## src/rtl/puf_response_collector.sv

```systemverilog
// Sequences PUF challenges: clears and enables the counter stage, waits for a measurement window,
// compares the two counts and packs one response bit per challenge into a ready/valid word.
module puf_response_collector #(
  parameter int unsigned CNT_W        = 22,
  parameter int unsigned RESP_BITS    = 16,
  parameter int unsigned SEL_W        = 4,
  parameter int unsigned CLEAR_CYCLES = 2
) (
  input  logic                 clk,
  input  logic                 reset,
  input  logic                 start,
  input  logic                 abort,
  input  logic                 finished,
  input  logic [CNT_W-1:0]     count_a,
  input  logic [CNT_W-1:0]     count_b,
  output logic                 cnt_clear,
  output logic                 cnt_enable,
  output logic [SEL_W-1:0]     mux_sel,
  output logic [RESP_BITS-1:0] response,
  output logic                 resp_valid,
  input  logic                 resp_ready,
  output logic                 tie_flag,
  output logic                 busy
);

  localparam int unsigned IDX_W = (RESP_BITS > 1) ? $clog2(RESP_BITS) : 1;
  localparam int unsigned CLR_W = (CLEAR_CYCLES > 1) ? $clog2(CLEAR_CYCLES) : 1;
  localparam logic [IDX_W-1:0] LAST_IDX = IDX_W'(RESP_BITS - 1);
  localparam logic [CLR_W-1:0] LAST_CLR = CLR_W'(CLEAR_CYCLES - 1);

  localparam logic [2:0] S_IDLE    = 3'd0;
  localparam logic [2:0] S_CLEAR   = 3'd1;
  localparam logic [2:0] S_RUN     = 3'd2;
  localparam logic [2:0] S_CAPTURE = 3'd3;
  localparam logic [2:0] S_DONE    = 3'd4;

  logic [2:0]           state_q,      state_d;
  logic [CLR_W-1:0]     clr_cnt_q,    clr_cnt_d;
  logic [IDX_W-1:0]     bit_idx_q,    bit_idx_d;
  logic [SEL_W-1:0]     mux_sel_q,    mux_sel_d;
  logic [RESP_BITS-1:0] response_q,   response_d;
  logic                 tie_flag_q,   tie_flag_d;
  logic                 resp_valid_q, resp_valid_d;
  logic                 cnt_clear_q,  cnt_clear_d;
  logic                 cnt_enable_q, cnt_enable_d;
  logic                 busy_q,       busy_d;

  always_comb begin
    state_d    = state_q;
    clr_cnt_d  = clr_cnt_q;
    bit_idx_d  = bit_idx_q;
    mux_sel_d  = mux_sel_q;
    response_d = response_q;
    tie_flag_d = tie_flag_q;

    // abort outranks everything, including a start in the same IDLE cycle
    if (abort) begin
      state_d   = S_IDLE;
      clr_cnt_d = '0;
      bit_idx_d = '0;
      mux_sel_d = '0;
    end else begin
      case (state_q)
        S_IDLE: begin
          if (start) begin
            state_d    = S_CLEAR;
            clr_cnt_d  = '0;
            bit_idx_d  = '0;
            mux_sel_d  = '0;
            response_d = '0;
            tie_flag_d = 1'b0;
          end
        end
        S_CLEAR: begin
          if (clr_cnt_q == LAST_CLR) begin
            clr_cnt_d = '0;
            state_d   = S_RUN;
          end else begin
            clr_cnt_d = clr_cnt_q + CLR_W'(1);
          end
        end
        S_RUN: begin
          if (finished) state_d = S_CAPTURE;
        end
        S_CAPTURE: begin
          response_d[bit_idx_q] = (count_a > count_b);
          if (count_a == count_b) tie_flag_d = 1'b1;
          if (bit_idx_q == LAST_IDX) begin
            state_d = S_DONE;
          end else begin
            bit_idx_d = bit_idx_q + IDX_W'(1);
            mux_sel_d = mux_sel_q + SEL_W'(1);
            state_d   = S_CLEAR;
          end
        end
        S_DONE: begin
          if (resp_valid_q && resp_ready) state_d = S_IDLE;
        end
        default: state_d = S_IDLE;
      endcase
    end

    // outputs are registered images of the next state
    cnt_clear_d  = (state_d == S_IDLE) || (state_d == S_CLEAR) || (state_d == S_DONE);
    cnt_enable_d = (state_d == S_RUN);
    resp_valid_d = (state_d == S_DONE);
    busy_d       = (state_d != S_IDLE);
  end

  always_ff @(posedge clk or posedge reset) begin
    if (reset) begin
      state_q      <= S_IDLE;
      clr_cnt_q    <= '0;
      bit_idx_q    <= '0;
      mux_sel_q    <= '0;
      response_q   <= '0;
      tie_flag_q   <= 1'b0;
      resp_valid_q <= 1'b0;
      cnt_clear_q  <= 1'b1;
      cnt_enable_q <= 1'b0;
      busy_q       <= 1'b0;
    end else begin
      state_q      <= state_d;
      clr_cnt_q    <= clr_cnt_d;
      bit_idx_q    <= bit_idx_d;
      mux_sel_q    <= mux_sel_d;
      response_q   <= response_d;
      tie_flag_q   <= tie_flag_d;
      resp_valid_q <= resp_valid_d;
      cnt_clear_q  <= cnt_clear_d;
      cnt_enable_q <= cnt_enable_d;
      busy_q       <= busy_d;
    end
  end

  assign cnt_clear  = cnt_clear_q;
  assign cnt_enable = cnt_enable_q;
  assign mux_sel    = mux_sel_q;
  assign response   = response_q;
  assign resp_valid = resp_valid_q;
  assign tie_flag   = tie_flag_q;
  assign busy       = busy_q;

endmodule

```

## config.mk

```make
export PLATFORM = sky130hd
export DESIGN_NAME = puf_response_collector
export DESIGN_NICKNAME = d
export VERILOG_FILES = /design/src/rtl/puf_response_collector.sv
export SDC_FILE = /design/constraint.sdc
export NUM_CORES = 1
export LEC_CHECK = 0
export CAP_MARGIN = 0
export CORE_MARGIN = 10
export CORE_UTILIZATION = 46
export DETAILED_ROUTE_END_ITERATION = 8
export DONT_BUFFER_PORTS = 1
export SKIP_LAST_GASP = 1
export SLEW_MARGIN = 20
export SYNTH_ARGS = -nofsm -noshare
export SYNTH_HDL_FRONTEND = slang
export SYNTH_SLANG_ARGS = --single-unit
```

## constraint.sdc

```tcl
create_clock -name clk -period 2.4 [get_ports clk]
set_clock_uncertainty 0.2 [all_clocks]
set_input_delay 0.6 -clock clk [delete_from_list [all_inputs] [get_ports clk]]
set_output_delay 0.6 -clock clk [all_outputs]
set_load 0.03 [all_outputs]
```

== Word-level counts from Yosys, hierarchy flattened ==
Cells that the tools add are included.
Word-level totals
  register bits: 33
  input bits: 50
  output and inout port bits: 25
  logic and storage cells: 69
Cells by class
  add/subtract/negate cells: 3
  $lt $le $gt $ge: 3
  equal/unequal tests: 13
  mux-type cells: 25
  bitwise gates (word level): 1
  reductions and logical operators: 14
Operator list (number)
  $pmux W16 S2: 1
  $eq A22 B22 Y1: 1
  $gt A22 B22 Y1: 1
  $mux W4: 5
  $mux W3: 6
  $bwmux W16: 1
  $mux W16: 1
  $pmux W4 S2: 2
  $pmux W3 S5: 1
  $eq A3 B2 Y1 const B: 3
  $reduce_bool A3 Y1: 3
  $add A4 B1 Y4 const B: 2
  $eq A3 B1 Y1 const B: 2
  $eq A3 B3 Y1 const B: 2
  $logic_not A3 Y1: 2
  $ne A3 B3 Y1 const B: 2
  $reduce_and A3 Y1: 2
  $lt A4 B5 Y1 const B: 1
  $mux W1: 5
  $demux W1 S4: 1
  $eq A4 B4 Y1 const B: 1
  $ge A4 B1 Y1 const B: 1
  $ne A2 B2 Y1 const B: 2
  $pmux W1 S2: 2
  7 further kinds: 9

== Depth between registers and ports, before layout ==
Gate-level depths: netlist of the first run.
  depth after elaboration: 7
  mapped depth: 9
  mapped depth without buffers: 7

== Worst setup path after synthesis of the first run ==
OpenSTA, ideal clock, no wires.
  path type: input to register
  start: input count_b[21]
  end: register response_q[10] (netlist: response[10])
  library setup time: 0.129 ns
  arrival time: 2.016 ns
  required time: 2.071 ns
  setup slack: 0.055 ns
  stages on the path: 8
  path buffers: 1
  path through: inv_1 ha_1 nand4_1 nor4_2 nand4_1 buf_2 nand4_1 o21ai_0
Between the ends
  word-level cells in the longest chain between the ends: 3
Ends and longest elaborated chain
  from (decl): RTL line 15  | input logic [CNT_W-1:0] count_b,
  $gt A22 B22 Y1: RTL line 86  | response_d[bit_idx_q] = (count_a > count_b);
  $bwmux W16: RTL line 86
  $pmux W16 S2: RTL line 63  | case (state_q)
  to (signal assigned): RTL line 127  | response_q <= response_d;
  to (decl): RTL line 41  | logic [RESP_BITS-1:0] response_q, response_d;
Every way passes these cells.
A chain may end at the register's enable or synchronous reset.

== Worst setup path in the final report of the first run ==
  start: input count_b[17]
  end: register tie_flag_q (netlist: tie_flag)
Between the ends
  word-level cells in the longest chain between the ends: 3
Ends and longest elaborated chain
  $eq A22 B22 Y1: RTL line 87  | if (count_a == count_b) tie_flag_d = 1'b1;
  $ne A2 B2 Y1 (no line)
  $reduce_and A4 Y1 (no line)
  to (signal assigned): RTL line 128  | tie_flag_q <= tie_flag_d;
  to (decl): RTL line 42  | logic tie_flag_q, tie_flag_d;
Every way passes these cells.

==> impl_metrics.env, run 1 <==
export IMPL_final_core_utilization_pct=50.9
export IMPL_post_route_worst_setup_slack_ns=0.273
export IMPL_critPathMaxStageDelay_ns=0.35
export IMPL_fin_crit_ns=2.13
export IMPL_yosys_warnings=0
export IMPL_fp_dieW_microns=90.5
export IMPL_port_buffers=0
export IMPL_ys_ff_latch=33
export IMPL_grt_use_met2_pct=20.8
export IMPL_core_sq_um=4750
export IMPL_drt_wl_total_microns=5440
export IMPL_worst_pin_slew_ns=0.658
export IMPL_cts_hold_buf=0
export IMPL_htree_levels=2
export IMPL_grt_use_total_pct=13.4
export IMPL_grt_max_degree=34
export IMPL_power_leakage_nw=1.18
export IMPL_ys_types=39
export IMPL_drive_above_1_share_pct=8.49
export IMPL_outcome="finished clean"
export IMPL_die_height_microns=90.5
export IMPL_initial_core_util_pct=48.1
export IMPL_cts_path_max_buffers=2
export IMPL_route_detailed_drc=0
export IMPL_syn_inst=275
export IMPL_cap_violations=0
export IMPL_cts_num_sinks=33
export IMPL_vdd_drop_max_v=0.000228
export IMPL_syn_nets=352
export IMPL_slew_violations=0
export IMPL_insertedDiodeCount=0
export IMPL_ctsResizeCount=0
export IMPL_synth_top_area_cell="dfrtp_1"
export IMPL_maxSlewHeadroom_pct=56.0
export IMPL_crit_required_ns=2.41
export IMPL_num_vias=1896
export IMPL_cts_setup_buffers=0
export IMPL_drtAntennaViolNets=0
export IMPL_gr_total_overflow=0
export IMPL_nets=347
export IMPL_routabilityCongestion=0.782
export IMPL_synth_top_area_share_pct=35.0
export IMPL_clk_pin_slew_ns=0.07
export IMPL_drt_iter0_drc=119
export IMPL_ys_flop_type="dfrtp_1"
export IMPL_tns_ns=0
export IMPL_cp_cell_sequence="inv_1 -> ha_1 -> nand4_1 -> nor4_2 -> buf_4 -> nand4_1 -> buf_4 -> nor2_1 -> o22a_1"
export IMPL_synth_area_sq_um=2290
export IMPL_fin_crit_sh_pct=88.6
export IMPL_worstSetupPathType="input pin to flip-flop"
export IMPL_synth_edf_count=0
export IMPL_grt_busiest_layer="met2"
export IMPL_grt_met1_usage_pct=15.7
export IMPL_setup_viol=0
export IMPL_syn_area_per_cell_sq_um=8.31
export IMPL_post_drt_wl_per_cell_microns=16.1
export IMPL_cts_tree="built"
export IMPL_cts_root_buf="clkbuf_8"
export IMPL_rows=25
export IMPL_avgViaCountPerCell=5.61
export IMPL_place_ws_ns=-0.0225
export IMPL_drt_first_pass_iters=4
export IMPL_area_delta_synth_final_pct=5.97
export IMPL_endpoint_kind="flip-flop"
export IMPL_worst_path_max_delay_cell="nor4_2"
export IMPL_antenna_found_initial=0
export IMPL_cts_buffers=5
export IMPL_die_area_sq_um=8190
export IMPL_hpwl_microns=4130
export IMPL_cp_max_fo=17
export IMPL_fmax_mhz=470
export IMPL_insertion_delay_ns=0.28
export IMPL_ys_seq_area_share_pct=36.2
export IMPL_ios=75
export IMPL_critPathArrivalTime_ns=2.14
export IMPL_yosys_top_cells_area="dfrtp_1 (35%), ha_1 (15%), o21ai_0 (7.4%)"
export IMPL_async_flop_share_pct=100
export IMPL_grt_util_met3_pct=6.90
export IMPL_hold_viol_final=0
export IMPL_p_per_area_nw_per_um2=470
export IMPL_fin_worst_hold_slack_ns=0.0879
export IMPL_grt_pass1_wl_microns=9290
export IMPL_grt_pass1_vias=1901
export IMPL_hp_class="input pin to asynchronous set/reset pin"
export IMPL_cp_start_kind="input pin"
export IMPL_rsz0062_at_grt="false"
[cell type report]
type / instances / area, sq um
fill: 491 / 2330
timing repair buffer: 7 / 65.1
sequential: 33 / 827
clock buffer: 6 / 72.6
clock inverter: 2 / 10.0
inverter: 29 / 109
tap: 67 / 83.8
multi-input combinational: 194 / 1250
[path summary, 6_finish.rpt]
path / from / end / slack, ns / depth (start not counted)
max in group asynchronous: reset / cnt_clear$_DFF_PP1_ / 1.58 / 2
min in group clk: abort / clr_cnt_q$_DFFE_PP0P_ / 0.17 / 1
worst max-delay path: count_b[17] / tie_flag$_DFFE_PP0P_ / 0.27 / 9
worst min register to register: bit_idx_q[1]$_DFFE_PP0P_ / bit_idx_q[1]$_DFFE_PP0P_ / 0.37 / 2
worst max register to register: bit_idx_q[0]$_DFFE_PP0P_ / mux_sel[3]$_DFFE_PP0P_ / 0.29 / 6
worst min-delay path: reset / busy$_DFF_PP0_ / 0.09 / 2
[cells in the mapped netlist (6+ instances only)]
cell type	instances
ha_1	27
nand3_1	9
nand4_1	20
o21ai_1	10
nor2_1	15
inv_1	29
nand2_1	18
buf_1	6
a21oi_1	27
dfrtp_1	32
o21ai_0	34
[layout by cell type (no fill, tap or decap), types with 2 or more instances in the layout]
cell / Yosys / layout
a211oi_1: 2 / 2
a21o_1: 2 / 2
a21oi_1: 27 / 27
a22oi_1: 2 / 2
and4_1: 2 / 2
buf_4: 0 / 6
clkbuf_8: 0 / 5
clkinv_2: 0 / 2
dfrtp_1: 32 / 32
ha_1: 27 / 27
inv_1: 29 / 29
nand2_1: 18 / 18
nand3_1: 9 / 9
nand4_1: 20 / 20
nor2_1: 15 / 15
nor2b_1: 3 / 3
nor3_1: 5 / 4
o21ai_0: 34 / 34
o21ai_1: 10 / 10
[power by group]
| group | total (mW) | switching (mW) | internal (mW) |
|---|---|---|---|
| clock | 0.404 | 0.203 | 0.201 |
| sequential | 0.581 | 0.0174 | 0.564 |
| combinational | 0.153 | 0.0892 | 0.0640 |
[flip-flops by register name, indices dropped and copies added (netlist names)]
signal and cells:
busy 1, clr_cnt_q 1, cnt_clear 1, bit_idx_q 4, mux_sel 4, resp_valid 1, cnt_enable 1, response 16
state_q 3, tie_flag 1
[layer usage]
layer / up-vias / wire [microns]
met5: - / 0
met4: 0 / 38
met3: 2 / 531
met2: 49 / 2500
met1: 877 / 2360
li1: 968 / -
[per-stage QoR]
| step | std cells | power [mW] | area (sq um) |
|---|---|---|---|
| 6_report | 338 | 1.14 | 2420 |
| 5_1_grt | 338 | 1.21 | 2420 |
| 4_1_cts | 338 | 1.15 | 2420 |
| 3_5_place_dp | 330 | 0.747 | 2340 |
| 3_3_place_gp | 330 | 0.744 | 2340 |
| 2_1_floorplan | 275 | 0.711 | 2290 |
[critical path: cells and delay by family]
kind,cells,cell delay [ns]
adders and majority gates,1,0.30
buffers and inverters,3,0.38
and+or+nand+nor,4,0.71
AOI/OAI and AO/OA,1,0.15
[kinds of logic after synthesis]
group | Yosys count | synth area share [%]
compound gates | 86 | 21.1
simple gates | 79 | 17.9
buf+inv | 48 | 9.14
flops | 33 | 36.2
fa+ha+maj | 27 | 14.8
mux | 2 | 0.930
(Power assumes the default switching activity.)
==> run 2: changes to the inputs <==
RECOVER_POWER = 100   (was not set)
==> run 2 against run 1 <==
Sequential power barely moved; largest power group unchanged; critical endpoint is now mux_sel[3]$_DFFE_PP0P_; cell count did not move; critical path depth fell by 3.
==> impl_metrics.env, run 2 (synthesis gave the netlist of run 1 again) <==
export IMPL_p_per_area_nw_per_um2=472
export IMPL_drtAntennaViolNets=0
export IMPL_initial_core_util_pct=48.1
export IMPL_maxSlewHeadroom_pct=46.5
export IMPL_route_detailed_drc=0
export IMPL_grt_max_degree=34
export IMPL_worstSetupPathType="flip-flop to flip-flop"
export IMPL_drt_wl_total_microns=5400
export IMPL_post_route_worst_setup_slack_ns=0.206
export IMPL_crit_required_ns=2.41
export IMPL_outcome="finished clean"
export IMPL_clk_pin_slew_ns=0.08
export IMPL_drive_above_1_share_pct=7.38
export IMPL_seqPwrFrac_pct=51.1
export IMPL_final_core_utilization_pct=50.7
export IMPL_comb_power_share_pct=13.2
export IMPL_hpwl_microns=4130
export IMPL_num_vias=1888
export IMPL_vdd_drop_max_v=0.000229
export IMPL_cts_buffers=5
export IMPL_htree_levels=2
export IMPL_grt_pass1_wl_microns=9290
export IMPL_power_leakage_nw=1.17
export IMPL_core_sq_um=4750
export IMPL_fin_crit_ns=2.19
export IMPL_fp_dieW_microns=90.5
export IMPL_cts_hold_buf=0
export IMPL_finalPower_mw=1.14
export IMPL_rsz0062_at_grt="false"
export IMPL_critPathArrivalTime_ns=2.20
export IMPL_slew_violations=0
export IMPL_grt_use_total_pct=13.4
export IMPL_fmax_mhz=456
export IMPL_die_area_sq_um=8190
export IMPL_hp_class="input pin to flip-flop"
export IMPL_drt_iter0_drc=122
export IMPL_fin_crit_sh_pct=91.4
export IMPL_routabilityCongestion=0.782
export IMPL_post_drt_wl_per_cell_microns=16.0
export IMPL_power_switching_uw=309
export IMPL_drt_first_pass_iters=5
export IMPL_endpoint_kind="flip-flop"
export IMPL_nets=347
export IMPL_die_height_microns=90.5
export IMPL_cts_tree="built"
export IMPL_cp_start_kind="flip-flop"
export IMPL_insertion_delay_ns=0.28
export IMPL_r2r_setup_slack_ns=0.21
export IMPL_place_ws_ns=-0.0225
export IMPL_cp_max_fo=10
export IMPL_hold_viol_final=0
export IMPL_area_delta_synth_final_pct=5.42
export IMPL_p_sw_share_pct=27.2
export IMPL_cts_root_buf="clkbuf_8"
export IMPL_ctsResizeCount=0
export IMPL_ios=75
export IMPL_insertedDiodeCount=0
export IMPL_antenna_found_initial=0
export IMPL_gr_total_overflow=0
export IMPL_clock_power_share_pct=35.7
export IMPL_avgViaCountPerCell=5.59
export IMPL_p_int_uw=827
export IMPL_most_common_layout_cells="o21ai_0 (42), dfrtp_1 (32), inv_1 (29)"
export IMPL_nFillCells=491
export IMPL_cts_num_sinks=33
export IMPL_rows=25
export IMPL_mostFrequentLayoutCell="o21ai_0"
export IMPL_cts_path_max_buffers=2
export IMPL_fin_area_sq_um=2410
export IMPL_cap_violations=0
export IMPL_grt_pass1_vias=1901
export IMPL_worst_pin_slew_ns=0.803
export IMPL_cts_setup_buffers=0
export IMPL_setup_viol=0
export IMPL_largest_reg_flops=16
export IMPL_port_buffers=0
export IMPL_post_dp_cell_area_sq_um=2340
[run 2: changes by cell type in the layout (fill, tap and decap cells not counted)]
cell      before  now
nor4_2         1    0
buf_4          6    5
nor4_1         0    1
o21ai_1       10    3
dfstp_2        1    0
o21ai_0       34   42
dfstp_1        0    1
o21ai_2        1    0
clkbuf_2       0    1
[run 2: critical path, cell delays in order, from the launching register on]
cell	delay [ns]
dfrtp_1	0.42
ha_1	0.22
and3_1	0.26
o21ai_0	0.25
a21oi_2	0.16
or4_1	0.52
nand3_1	0.09
[run 2: layout make-up]
cell class	instances	area [sq um]	area share [%]
well taps	67	83.8	3.48
clock buffers	6	72.6	3.01
clock inverters	2	10.0	0.415
inverters	29	109	4.52
flip-flops and latches	33	827	34.3
multi-input cells	194	1240	51.7
repair buffers	7	62.6	2.60
[run 2: power by group through the flow]
| stage | sequential, mW | combinational (mW) | clock [mW] |
|---|---|---|---|
| final | 0.581 | 0.150 | 0.406 |
| after floorplan | 0.585 | 0.126 | 0 |
| after CTS | 0.581 | 0.157 | 0.415 |
| after detailed placement | 0.592 | 0.155 | 0 |
| after global routing | 0.583 | 0.177 | 0.449 |
| after global placement | 0.592 | 0.152 | 0 |
[run 2: layer usage]
metal | GRT usage (%) | part of all wire, % | up-vias
li1 | - | - | 967
met1 | 15.7 | 43 | 865
met2 | 20.8 | 46 | 54
met3 | 6.90 | 10 | 2
met4 | 3.58 | 0.70 | 0
met5 | 0 | 0 | -
[run 2: path summary, 6_finish.rpt]
kind | start | endpoint | cells past startpoint
max in group asynchronous | reset | bit_idx_q[2]$_DFFE_PP0P_ | 2
hold reg to reg | bit_idx_q[1]$_DFFE_PP0P_ | bit_idx_q[1]$_DFFE_PP0P_ | 2
setup reg to reg | bit_idx_q[0]$_DFFE_PP0P_ | mux_sel[3]$_DFFE_PP0P_ | 6
setup / recovery | bit_idx_q[0]$_DFFE_PP0P_ | mux_sel[3]$_DFFE_PP0P_ | 6
min in group asynchronous | reset | state_q[2]$_DFF_PP0_ | 2
hold / removal | abort | clr_cnt_q$_DFFE_PP0P_ | 1
[run 2: stage by stage]
stage                     std cells  hold slack, ns  setup TNS (ns)
after detailed placement        330           0.366         -0.0557
after global routing            338           0.162               0
after global placement          330           0.349               0
after CTS                       338           0.112               0
after floorplan                 275           0.287               0
final                           338           0.172               0
==> run 3: changes to the inputs <==
CAP_MARGIN = 5   (was 0)
==> results of run 3 <==
No change in the layout: final DEF, timing and power equal those of run 2.
